### src/rtl/cut_latency_monitor.sv
// Measures CUT latency from the rst_cut release to end_cut and holds the captured result until accepted.
// Optional timeout is compiled in with `define CUT_LATENCY_MONITOR_TIMEOUT_EN.
module cut_latency_monitor #(
    parameter int unsigned DATA_WIDTH     = 88,
    parameter int unsigned CNT_WIDTH      = 32,
    parameter logic [31:0] TIMEOUT_CYCLES = 32'h000F_FFFF
) (
    input  logic                  clk,
    input  logic                  rst,
    input  logic                  rst_cut,
    input  logic                  end_cut,
    input  logic [DATA_WIDTH-1:0] output_from_cut,
    input  logic                  result_ready,
    output logic                  result_valid,
    output logic [DATA_WIDTH-1:0] result_data,
    output logic [CNT_WIDTH-1:0]  result_cycles,
    output logic                  timeout,
    output logic                  aborted,
    output logic                  overrun
);

    typedef enum logic [1:0] {
        IDLE = 2'd0,
        RUN  = 2'd1,
        DONE = 2'd2
    } state_t;

    localparam logic [CNT_WIDTH-1:0] CNT_ONE = CNT_WIDTH'(1);
    localparam logic [CNT_WIDTH-1:0] CNT_MAX = '1;

    state_t               state;
    state_t               state_nxt;
    logic                 rst_cut_q;
    logic                 start;
    logic [CNT_WIDTH-1:0] count;
    logic [CNT_WIDTH-1:0] count_nxt;
    logic                 capture_end;
    logic                 capture_timeout;
    logic                 abort_run;
    logic                 timeout_hit;

    assign start        = rst_cut_q & ~rst_cut;
    assign result_valid = (state == DONE);

`ifdef CUT_LATENCY_MONITOR_TIMEOUT_EN
    localparam logic [CNT_WIDTH-1:0] TIMEOUT_CNT = CNT_WIDTH'(TIMEOUT_CYCLES);
    assign timeout_hit = (count == TIMEOUT_CNT);
`else
    logic unused_timeout_param;
    assign unused_timeout_param = ^TIMEOUT_CYCLES;
    assign timeout_hit          = 1'b0;
`endif

    always_comb begin
        state_nxt       = state;
        count_nxt       = count;
        capture_end     = 1'b0;
        capture_timeout = 1'b0;
        abort_run       = 1'b0;
        case (state)
            IDLE: begin
                if (start) begin
                    count_nxt = CNT_ONE;
                    state_nxt = RUN;
                end
            end
            RUN: begin
                // Abort outranks completion, which outranks timeout.
                if (rst_cut) begin
                    abort_run = 1'b1;
                    state_nxt = IDLE;
                end else if (end_cut) begin
                    capture_end = 1'b1;
                    state_nxt   = DONE;
                end else if (timeout_hit) begin
                    capture_timeout = 1'b1;
                    state_nxt       = DONE;
                end else if (count != CNT_MAX) begin
                    count_nxt = count + CNT_ONE;
                end
            end
            DONE: begin
                if (result_ready) begin
                    state_nxt = IDLE;
                end
            end
            default: state_nxt = IDLE;
        endcase
    end

    always_ff @(posedge clk) begin
        if (rst) begin
            state         <= IDLE;
            count         <= '0;
            rst_cut_q     <= 1'b1;
            result_data   <= '0;
            result_cycles <= '0;
            timeout       <= 1'b0;
            aborted       <= 1'b0;
            overrun       <= 1'b0;
        end else begin
            state     <= state_nxt;
            count     <= count_nxt;
            rst_cut_q <= rst_cut;
            aborted   <= abort_run;
            if ((state == DONE) && start) begin
                overrun <= 1'b1;
            end
            if (capture_end) begin
                result_data   <= output_from_cut;
                result_cycles <= count;
                timeout       <= 1'b0;
            end else if (capture_timeout) begin
                // count equals the timeout limit whenever this fires
                result_data   <= '0;
                result_cycles <= count;
                timeout       <= 1'b1;
            end
        end
    end

endmodule

### config.mk
export PLATFORM = sky130hd
export DESIGN_NAME = cut_latency_monitor
export DESIGN_NICKNAME = d
export VERILOG_FILES = /design/src/rtl/cut_latency_monitor.sv
export SDC_FILE = /design/constraint.sdc
export NUM_CORES = 1
export LEC_CHECK = 0
export ABC_AREA = 1
export CELL_PAD_IN_SITES_DETAIL_PLACEMENT = 2
export CELL_PAD_IN_SITES_GLOBAL_PLACEMENT = 2
export CORE_MARGIN = 3
export CORE_UTILIZATION = 36
export CTS_CLUSTER_DIAMETER = 80
export DETAILED_ROUTE_END_ITERATION = 16
export DONT_BUFFER_PORTS = 1
export GPL_TIMING_DRIVEN = 0
export PLACE_DENSITY_LB_ADDON = 0.1
export SETUP_SLACK_MARGIN = 0.1
export SYNTH_ARGS = -nofsm -noshare
export SYNTH_HDL_FRONTEND = slang
export SYNTH_SLANG_ARGS = --single-unit
### constraint.sdc
create_clock -name clk -period 5.45 [get_ports clk]
set_clock_uncertainty 0.05 [all_clocks]
set_input_delay 1.3625 -clock clk [delete_from_list [all_inputs] [get_ports clk]]
set_output_delay 1.3625 -clock clk [all_outputs]
set_load 0.02 [all_outputs]
# Yosys cells after proc, flatten, opt, wreduce, memory -nomap -nowiden
# Index checks and enable logic that the tools add are counted.
totals:
  regBits: 157
  latchBits: 0
  ram_bits: 0
  rom_bits: 0
  input_bits: 93
  out_inout_bits: 124
  wordCells: 42
  mem_count: 0
op_classes:
  n_addsub: 1
  mul: 0
  n_div: 0
  order_cmp: 0
  n_eq_ne: 9
  shift: 0
  muxes: 16
  n_bitwise: 3
  reduce_logical: 6
ops:
  columns: ["operator", "n"]
  rows:
  - ["32-bit two-way mux", 5]
  - ["88-bit two-way mux", 1]
  - ["32-bit one-hot mux with 2 select lines", 1]
  - ["32-bit by 1-bit adder with 32-bit output, second input constant", 1]
  - ["32-bit != test, second input constant", 1]
  - ["2-bit != test, second input constant", 5]
  - ["2-bit two-way mux", 4]
  - ["2-bit one-hot mux with 3 select lines", 1]
  - ["5-bit AND reduction", 1]
  - ["1-bit two-way mux", 4]
  - ["3-bit != test, second input constant", 1]
  - ["3-bit AND reduction", 1]
  - ["2-bit by 1-bit == test with 1-bit output, second input constant", 1]
  - ["2-bit == test, second input constant", 1]
  - ["2-bit logical NOT", 1]
  - ["1-bit inverter", 2]
  - ["2-bit nonzero test", 1]
  - ["2-bit OR reduction", 1]
  - ["1-bit bitwise AND", 1]
  - ["1-bit logical AND", 1]

# Depth between registers and ports, before layout
# Gate-level depths: netlist of run 1.
depth:
  word_depth: 5
  depth_mapped: 12
  mapped_depth_nobuf: 11

# Worst setup path after synthesis of run 1
# Ideal clock, no wire load.
synth_path:
  path_kind: "input -> register"
  from: "in rst_cut"
  to: "reg count[3]"
  setup_ns: 0.069
  t_arrival_ns: 2.285
  required_time_ns: 5.331
  path_slack_ns: 3.046
  cell_stages: 8
  cell_sequence: "inv_1 > nand2_1 > inv_1 > nand2_1 > o21ai_2 > buf_1 > nand3_1 > a21oi_2"
synth_between:
  elab_chain_len: 4
synth_rtl:
  columns: ["item", "line", "source"]
  rows:
  - ["start, declared", "10", "input logic rst_cut,"]
  - ["1-bit inverter", "42", "assign start = rst_cut_q & ~rst_cut;"]
  - ["1-bit bitwise AND", "42", null]
  - ["2-bit != test (no line)", null, null]
  - ["5-bit AND reduction (no line) (*)", null, null]
  - ["end signal, assigned", "103", "count <= count_nxt;"]
  - ["end, declared", "35", "logic [CNT_WIDTH-1:0] count;"]
# Mark *: on every way between the ends. The rest lies on a longest branch, timed or not.
# A chain may end at the register's enable or synchronous reset.

# Final worst setup path of run 1
layout_path:
  from: "reg state[1]"
  to: "out result_valid"
layout_between:
  elab_chain_len: 1
layout_rtl:
  columns: ["item", "line", "source"]
  rows:
  - ["start, declared", "31", "state_t state;"]
  - ["start signal, assigned", "102", "state <= state_nxt;"]
  - ["2-bit == test", "43", "assign result_valid = (state == DONE);"]
  - ["end, declared", "14", "output logic result_valid,"]
# Every way passes these cells.

==> metrics.yaml, run 1 <==
status: "completed"
dieArea_mm2: 0.0201
clk_latency_ns: 0.43
synth_area_leaders: "dfxtp_1 (47%), nor2_1 (16%), o21ai_0 (9.9%), nand2_1 (7.6%), nand3_1 (3.3%)"
start_util: 0.369
avgRoutedWirePerCell_um: 21.3
multi_input_area_mm2: 0.00304
power-per-cell-area_mw_per_mm2: 361
drc: 0
drtAntennaViolNets: 0
criticalPathCategory: "reg -> out"
relSlewSlack: 0.465
p_leak_uw: 0.00277
pin_count: 217
worst_slew_pin_slew_ns: 0.802
grt_max_degree: 17
fin_nets: 1054
portBuffers: 0
cp.required_ns: 4.04
cts_sinks: 157
clk_pin_slew_ns: 0.06
ys_warn_count: 0
synth-async-reset-ratio: 0
grt.overflow.total: 0
firstDrtPassIters: 4
synth_most_common_cell: "nor2_1"
core_area_mm2: 0.0180
wl_um: 25600
fmax_ghz: 0.354
num_antenna_cells: 0
die_x_um: 142
drive_above_1_share: 0.0915
synthFlopType: "dfxtp_1"
finalSetupViolCount: 0
hold_buffers: 0
track_usage: 0.256
worstSetupStartpoint: "state[1]"
critical_path_buf_inv_count: 1
drv_cap: 0
min_path_type: "reg -> reg"
yosysTopAreaCell: "dfxtp_1"
synth-edff-count: 0
hold_start: "count[20]"
critPathMaxStageDelay_ns: 0.48
rsz0062_at_grt: "false"
drt_iter0_drc: 303
place_hpwl_um: 19200
avgViaCountPerCell: 5.34
period_minus_slack_ns: 2.83
path_delay_family: "simple AND/OR/NAND/NOR gates"
synth_nets: 1035
fillers: 2165
worstPathMaxFanout: 3
cts_resized: 0
startpoint_type: "register"
cts_setup_buffers: 0
numCtsBuffers: 17
synth_top_area_frac: 0.473
num_rows: 49
tritoncts: "yes"
area_growth_pct: 13.7
fin_tns_setup_ns: 0
timing_hold_violations_final: 0
die_h_um: 142
root_buffer: "clkbuf_16"
gp_congestion: 0.898
grt_pass1_wl_um: 40200
via_count: 6416
grt_pass1_vias: 6998
antenna_found_initial: 0
crit_chain: "inv_1 -> nor2_1"
seq_area_frac_synth: 0.473
rr_startpoint: "count[0]"
netlist_instances: 941
crit_arrival_ns: 1.41
htreeDepth: 4
synth.distinct_cells: 30
slowest_stage: "nor2_1"
syn-cell-area_mm2: 0.00664
avgSynthCellArea_um2: 7.06
drv_slew: 0
crit_path_end_kind: "primary output"
p_total_uw: 2730
regArea_mm2: 0.00314
ys_top_cells_by_count: "nor2_1 (286), dfxtp_1 (157), nand2_1 (134)"
ir_drop_mv: 0.241
cts.path.max_buffers: 2
post-route-period-util: 0.519
yosys_register_bits: 157
## cell type report
| type | count | share of cell area |
|---|---|---|
| multi-input cells | 680 | 0.402 |
| flip-flops and latches | 157 | 0.416 |
| clock buffers | 21 | 0.0623 |
| inverters | 51 | 0.0253 |
| clock inverters | 11 | 0.0204 |
| well taps | 229 | 0.0379 |
| plain buffers | 53 | 0.0358 |
## final timing paths
kind	depth (start not counted)	endpoint	slack (ns)
setup / recovery	2	result_valid	2.62
hold / removal	2	result_cycles[20]	0.48
setup reg to reg	10	count[1]	3.13
hold reg to reg	2	result_cycles[20]	0.48
## placed cells by master, fill, tap and decap left out, types with 4 or more instances in the layout
cell type and instances:
inv_1 46, buf_2 14, o21ai_0 131, dfxtp_1 157, nand3_1 44, clkbuf_1 27
nand2_2 4, xor2_1 9, clkbuf_16 17, buf_6 4, nor2_1 286, nand2_1 134
a21oi_2 14, buf_4 6, inv_2 4, inv_6 4, nor2_4 5, nor3_1 4
a21oi_1 34
## stage by stage
step | area, um^2 | hold WS (ns) | std cells | util | setup slack (ns)
6_report | 7550 | 0.479 | 1202 | 0.419 | 2.62
5_1_grt | 7550 | 0.515 | 1202 | 0.419 | 2.53
4_1_cts | 7550 | 0.483 | 1202 | 0.419 | 2.63
3_5_place_dp | 6930 | 0.467 | 1170 | 0.384 | 2.44
3_3_place_gp | 6930 | 0.450 | 1170 | 0.384 | 2.56
2_1_floorplan | 6640 | 0.415 | 941 | - | 3.05
## tightest hold or removal path, stage by stage (launching register included)
cell     delay, ns
dfxtp_1       0.35
inv_1         0.08
a21oi_1       0.06
## logic make-up after synthesis
kind of cell               count (synthesis)  share of synthesized area
AOI/OAI and AO/OA                        182                      0.146
xor gates and xnor gates                   9                     0.0119
adders and majority gates                  1                    0.00188
buffers and inverters                    104                     0.0695
DFF                                      157                      0.473
other                                      1                   0.000564
and+or+nand+nor                          487                      0.298
## per-layer routing
layer  global-route usage  part of all wire  up-vias
li1                     -                 -     3032
met1                0.302              0.41     3190
met2                0.456              0.51      166
met3               0.0768             0.068       28
met4               0.0631             0.013        0
met5                    0                 0        -
## power breakdown
group	switching, uW	leakage (uW)	internal [uW]
clock network	522	0.000301	765
registers	66.4	0.00127	1180
logic	134	0.00120	56.3
total	723	0.00277	2010
## sequential cells by signal, summed over array words and instances, names as in the netlist
signal / cells
result_data: 88
count: 32
result_cycles: 32
state: 2
aborted: 1
overrun: 1
rst_cut_q: 1
No activity file was read; power rests on OpenSTA's default activity.
==> inputs of run 2 (changes only) <==
--- a/config.mk
+++ b/config.mk
@@ -9,7 +9,7 @@
 export CELL_PAD_IN_SITES_DETAIL_PLACEMENT = 2
 export CELL_PAD_IN_SITES_GLOBAL_PLACEMENT = 2
 export CORE_MARGIN = 3
-export CORE_UTILIZATION = 36
+export CORE_UTILIZATION = 33
 export CTS_CLUSTER_DIAMETER = 80
 export DETAILED_ROUTE_END_ITERATION = 16
 export DONT_BUFFER_PORTS = 1
==> constraint.sdc (replaced) <==
create_clock -name clk -period 2.8 [get_ports clk]
set_clock_uncertainty 0.05 [all_clocks]
set_input_delay 0.7 -clock clk [delete_from_list [all_inputs] [get_ports clk]]
set_output_delay 0.7 -clock clk [all_outputs]
set_load 0.02 [all_outputs]
==> run 2 against run 1 <==
Compared with the run above: non-clock buffer count is the same; combinational power is 91% higher; die area grew 8.7%; via count shrank 1.3%; count of clock-buffer cells in the layout shrank 3; largest power group is now sequential cells; highest routed layer unchanged.
==> metrics.yaml, run 2 (synthesis results as in run 1) <==
firstDrtPassIters: 4
finalSetupViolCount: 0
p_total_uw: 5050
multi_input_area_mm2: 0.00304
root_buffer: "clkbuf_16"
critPathMaxStageDelay_ns: 0.50
wl_met3_um: 1600
num_antenna_cells: 0
slowest_stage: "dfxtp_1"
antenna_found_initial: 0
area_growth_pct: 13.4
htreeDepth: 4
crit_path_end_kind: "register"
dpl_cell_area_mm2: 0.00698
drv_slew: 0
post-route-period-util: 0.822
relSlewSlack: 0.465
wl_met2_um: 12300
grt_max_degree: 17
timing.final.ws_setup_ns: 0.499
timing_hold_violations_final: 0
grt_pass1_wl_um: 38700
crit_chain: "ha_1 -> inv_1 -> nor2_4 -> nand2_4 -> nor2_4 -> nand3_1 -> nand2_1 -> nand2_2 -> buf_2 -> nand3_1 -> a21oi_2"
die_h_um: 148
worst_slew_pin_slew_ns: 0.802
rr_startpoint: "count[0]"
dp_slack_ns: 0.482
portBuffers: 0
drv_cap: 0
final_cell_mix: "nor2_1 (286), dfxtp_1 (157), nand2_1 (134)"
rsz0062_at_grt: "false"
track_usage: 0.225
drt_iter0_drc: 239
cts_setup_buffers: 0
drive_above_1_share: 0.0905
reg.largest.list: "result_data (88), count (32), result_cycles (32)"
final_common_cell: "nor2_1"
tritoncts: "yes"
pin_count: 217
numCtsBuffers: 17
finalInstanceArea_mm2: 0.00754
clk_latency_ns: 0.43
status: "completed"
via_count: 6331
criticalPathCategory: "reg -> reg"
drc: 0
critical_path_buf_inv_count: 2
fmax_ghz: 0.435
fillers: 2364
drtAntennaViolNets: 0
hold_start: "rst"
placedCellCount: 1206
cts_sinks: 157
dieArea_mm2: 0.0219
avgRoutedWirePerCell_um: 19.9
p_leak_uw: 0.00274
startpoint_type: "register"
fin_nets: 1054
largest_reg_flops: 88
die_x_um: 148
path_delay_family: "simple AND/OR/NAND/NOR gates"
top_layer: "met4"
wl_um: 24600
grt_pass1_vias: 6889
min_path_type: "in -> reg"
clk_pin_slew_ns: 0.07
cts.path.max_buffers: 2
gp_congestion: 0.847
power-per-cell-area_mw_per_mm2: 670
finalNonFillerCells: 1237
ir_drop_mv: 0.388
cts_resized: 0
crit_arrival_ns: 2.54
worstPathMaxFanout: 10
place_hpwl_um: 19100
period_minus_slack_ns: 2.30
regArea_mm2: 0.00314
top_register: "result_data"
fin_tns_setup_ns: 0
hold_buffers: 0
start_util: 0.339
rrSetupSlack_ns: 0.50
core_area_mm2: 0.0196
wl_met1_um: 10300
cp.required_ns: 3.04
avgViaCountPerCell: 5.12
grt.overflow.total: 0
worstSetupStartpoint: "count[0]"
num_rows: 51
## run 2: cell count changes in the layout (fill, tap and decap cells not counted), sizes merged
cell	delta
clkbuf	-3
bufinv	-2
clkinvlp	+2
clkinv	+1
inv	+1
## run 2: path summary, 6_finish.rpt
kind,to,cells after the start
setup / recovery,count[14],11
hold / removal,aborted,1
setup reg to reg,count[14],11
hold reg to reg,count[18],2
## run 2: layout make-up
cell class / count / area share
sequential: 157 / 0.417
multi-input combinational: 680 / 0.403
clock buffer: 18 / 0.0569
tap: 265 / 0.0440
buffer: 53 / 0.0359
inverter: 51 / 0.0254
clock inverter: 13 / 0.0176
## run 2: worst register-to-register path: cells and delay by family, from the launching register on
family	cells	cell delay (ns)
buffers and inverters	2	0.39
adder cells (fa/ha/maj)	1	0.29
flip-flops	1	0.50
AO/OA/AOI/OAI	1	0.07
AND/OR/NAND/NOR	7	0.86
## run 2: per-stage QoR
step            util  hold slack [ns]
2_1_floorplan      -            0.415
3_3_place_gp   0.356            0.452
3_5_place_dp   0.356            0.468
4_1_cts        0.385            0.279
5_1_grt        0.385            0.279
6_report       0.385            0.294
## run 2: power breakdown
part / switching (uW) / total [uW] / internal (uW)
clock network: 1020 / 2260 / 1240
registers: 128 / 2430 / 2310
logic: 252 / 362 / 109
## run 2: layer usage
layer	GRT usage	up-vias
met1	0.268	3119
met4	0.0610	0
met3	0.0628	27
met5	0	-
met2	0.399	156
li1	-	3029
==> inputs of run 3 (changes only) <==
==> constraint.sdc (replaced) <==
create_clock -name clk -period 2.3 [get_ports clk]
set_clock_uncertainty 0.05 [all_clocks]
set_input_delay 0.575 -clock clk [delete_from_list [all_inputs] [get_ports clk]]
set_output_delay 0.575 -clock clk [all_outputs]
set_load 0.02 [all_outputs]
==> run 3 against run 2 <==
Compared with the run above: combinational power rose by 25%; core utilization increased by 0.29 points; global-route usage about the same; worst hold slack got worse by 0.12 ns; first-iteration DRC count shrank 5.0%; sequential share of layout area down 0.24 points; largest power group unchanged; critical endpoint is now result_valid; worst setup slack worse by 0.24 ns; sequential power grew 22%.
==> metrics.yaml, run 3 (synthesis results as in run 1) <==
num_rows: 51
area_growth_pct: 14.3
root_buffer: "clkbuf_16"
rr_startpoint: "count[0]"
avgViaCountPerCell: 5.11
critical_path_buf_inv_count: 1
p_total_uw: 6170
track_usage: 0.225
clk_latency_ns: 0.43
tritoncts: "yes"
fin_tns_setup_ns: 0
antenna_found_initial: 0
die_x_um: 148
drtAntennaViolNets: 0
slowest_stage: "nor2_1"
cts.path.max_buffers: 2
cp-endpoint: "result_valid"
fin_nets: 1056
drc: 0
rr_worst_depth: 11
timing_hold_violations_final: 0
critPathMaxStageDelay_ns: 0.48
rrSetupSlack_ns: 0.30
path_depth: 2
clk_pin_slew_ns: 0.07
hold_slack_ns: 0.169
num_antenna_cells: 0
worstSetupStartpoint: "state[1]"
cts_sinks: 157
drive_above_1_share: 0.0996
htreeDepth: 4
firstDrtPassIters: 4
relSlewSlack: 0.456
gp_congestion: 0.847
via_count: 6328
dieArea_mm2: 0.0219
worst_slew_pin_slew_ns: 0.816
avgRoutedWirePerCell_um: 20.0
ir_drop_mv: 0.472
reg.largest.list: "result_data (88), count (32), result_cycles (32)"
rsz0062_at_grt: "false"
die_h_um: 148
timing.final.ws_setup_ns: 0.263
crit_chain: "inv_1 -> nor2_1"
power-per-cell-area_mw_per_mm2: 812
top_register: "result_data"
status: "completed"
numCtsBuffers: 17
dpl_cell_area_mm2: 0.00698
min_path_type: "in -> reg"
rr_endpoint: "count[1]"
final_cell_mix: "nor2_1 (285), dfxtp_1 (155), nand2_1 (134)"
fmax_ghz: 0.491
wl_um: 24800
grt_pass1_vias: 6885
cp.required_ns: 1.67
finalInstanceArea_mm2: 0.00759
grt_max_degree: 17
p_leak_uw: 0.00276
criticalPathCategory: "reg -> out"
start_util: 0.339
core_area_mm2: 0.0196
drv_slew: 0
crit_arrival_ns: 1.41
drv_cap: 0
dp_slack_ns: -0.0178
drt_iter0_drc: 227
crit_path_end_kind: "primary output"
final_common_cell: "nor2_1"
grt_pass1_wl_um: 38700
pin_count: 217
place_hpwl_um: 19100
largest_reg_flops: 88
post-route-period-util: 0.885
startpoint_type: "register"
grt.overflow.total: 0
portBuffers: 0
path_delay_family: "simple AND/OR/NAND/NOR gates"
worstPathMaxFanout: 3
period_minus_slack_ns: 2.04
finalSetupViolCount: 0
[run 3: layer usage]
metal  vias to the layer above  part of all wire  track usage
met2                       148              0.50        0.399
li1                       3034                 -            -
met4                         0             0.016       0.0610
met3                        28             0.063       0.0628
met1                      3118              0.42        0.268
met5                         -                 0            0
[run 3: worst min-delay path by stage]
stage	startpoint	endpoint	cells after the start	slack (ns)
after floorplan	count[17]	result_cycles[17]	2	0.42
after global placement	count[22]	count[22]	2	0.45
after detailed placement	count[18]	count[18]	2	0.47
after CTS	rst	aborted	1	0.15
after global routing	rst	aborted	1	0.15
final	rst	aborted	1	0.17
[run 3: worst register-to-register path: cells and delay by family, from the launching register on]
family                     cells  cell delay (ns)
AOI/OAI and AO/OA              1             0.08
DFF                            1             0.42
buffers and inverters          2             0.28
and+or+nand+nor                7             0.83
adders and majority gates      1             0.18
[run 3: cell type report]
| cell class | count | area [um^2] |
|---|---|---|
| Inverter | 51 | 194 |
| Fill cell | 2359 | 12000 |
| Multi-Input combinational cell | 680 | 3060 |
| Tap cell | 265 | 332 |
| Buffer | 53 | 284 |
| Sequential cell | 157 | 3150 |
| Clock buffer | 18 | 429 |
| Timing Repair Buffer | 2 | 15.0 |
| Clock inverter | 13 | 133 |
[run 3: power by group]
| part | switching, uW | internal, uW | total (uW) |
|---|---|---|---|
| clock network | 1240 | 1510 | 2750 |
| registers | 158 | 2810 | 2960 |
| logic | 311 | 141 | 452 |
| total | 1710 | 4460 | 6170 |
[run 3: stage by stage]
| step | util | std cells |
|---|---|---|
| after floorplan | - | 941 |
| after CTS | 0.385 | 1237 |
| after detailed placement | 0.356 | 1206 |
| after global placement | 0.356 | 1206 |
| after global routing | 0.388 | 1239 |
| final | 0.388 | 1239 |
[run 3: repair_timing]
action                                  in CTS  in global routing
hold buffers                                 0                  0
cloned                                       0                  0
pin swaps                                    0                  1
setup buffers                                0                  2
endpoints found under the setup margin      38                 95
resized for setup                            5                 13
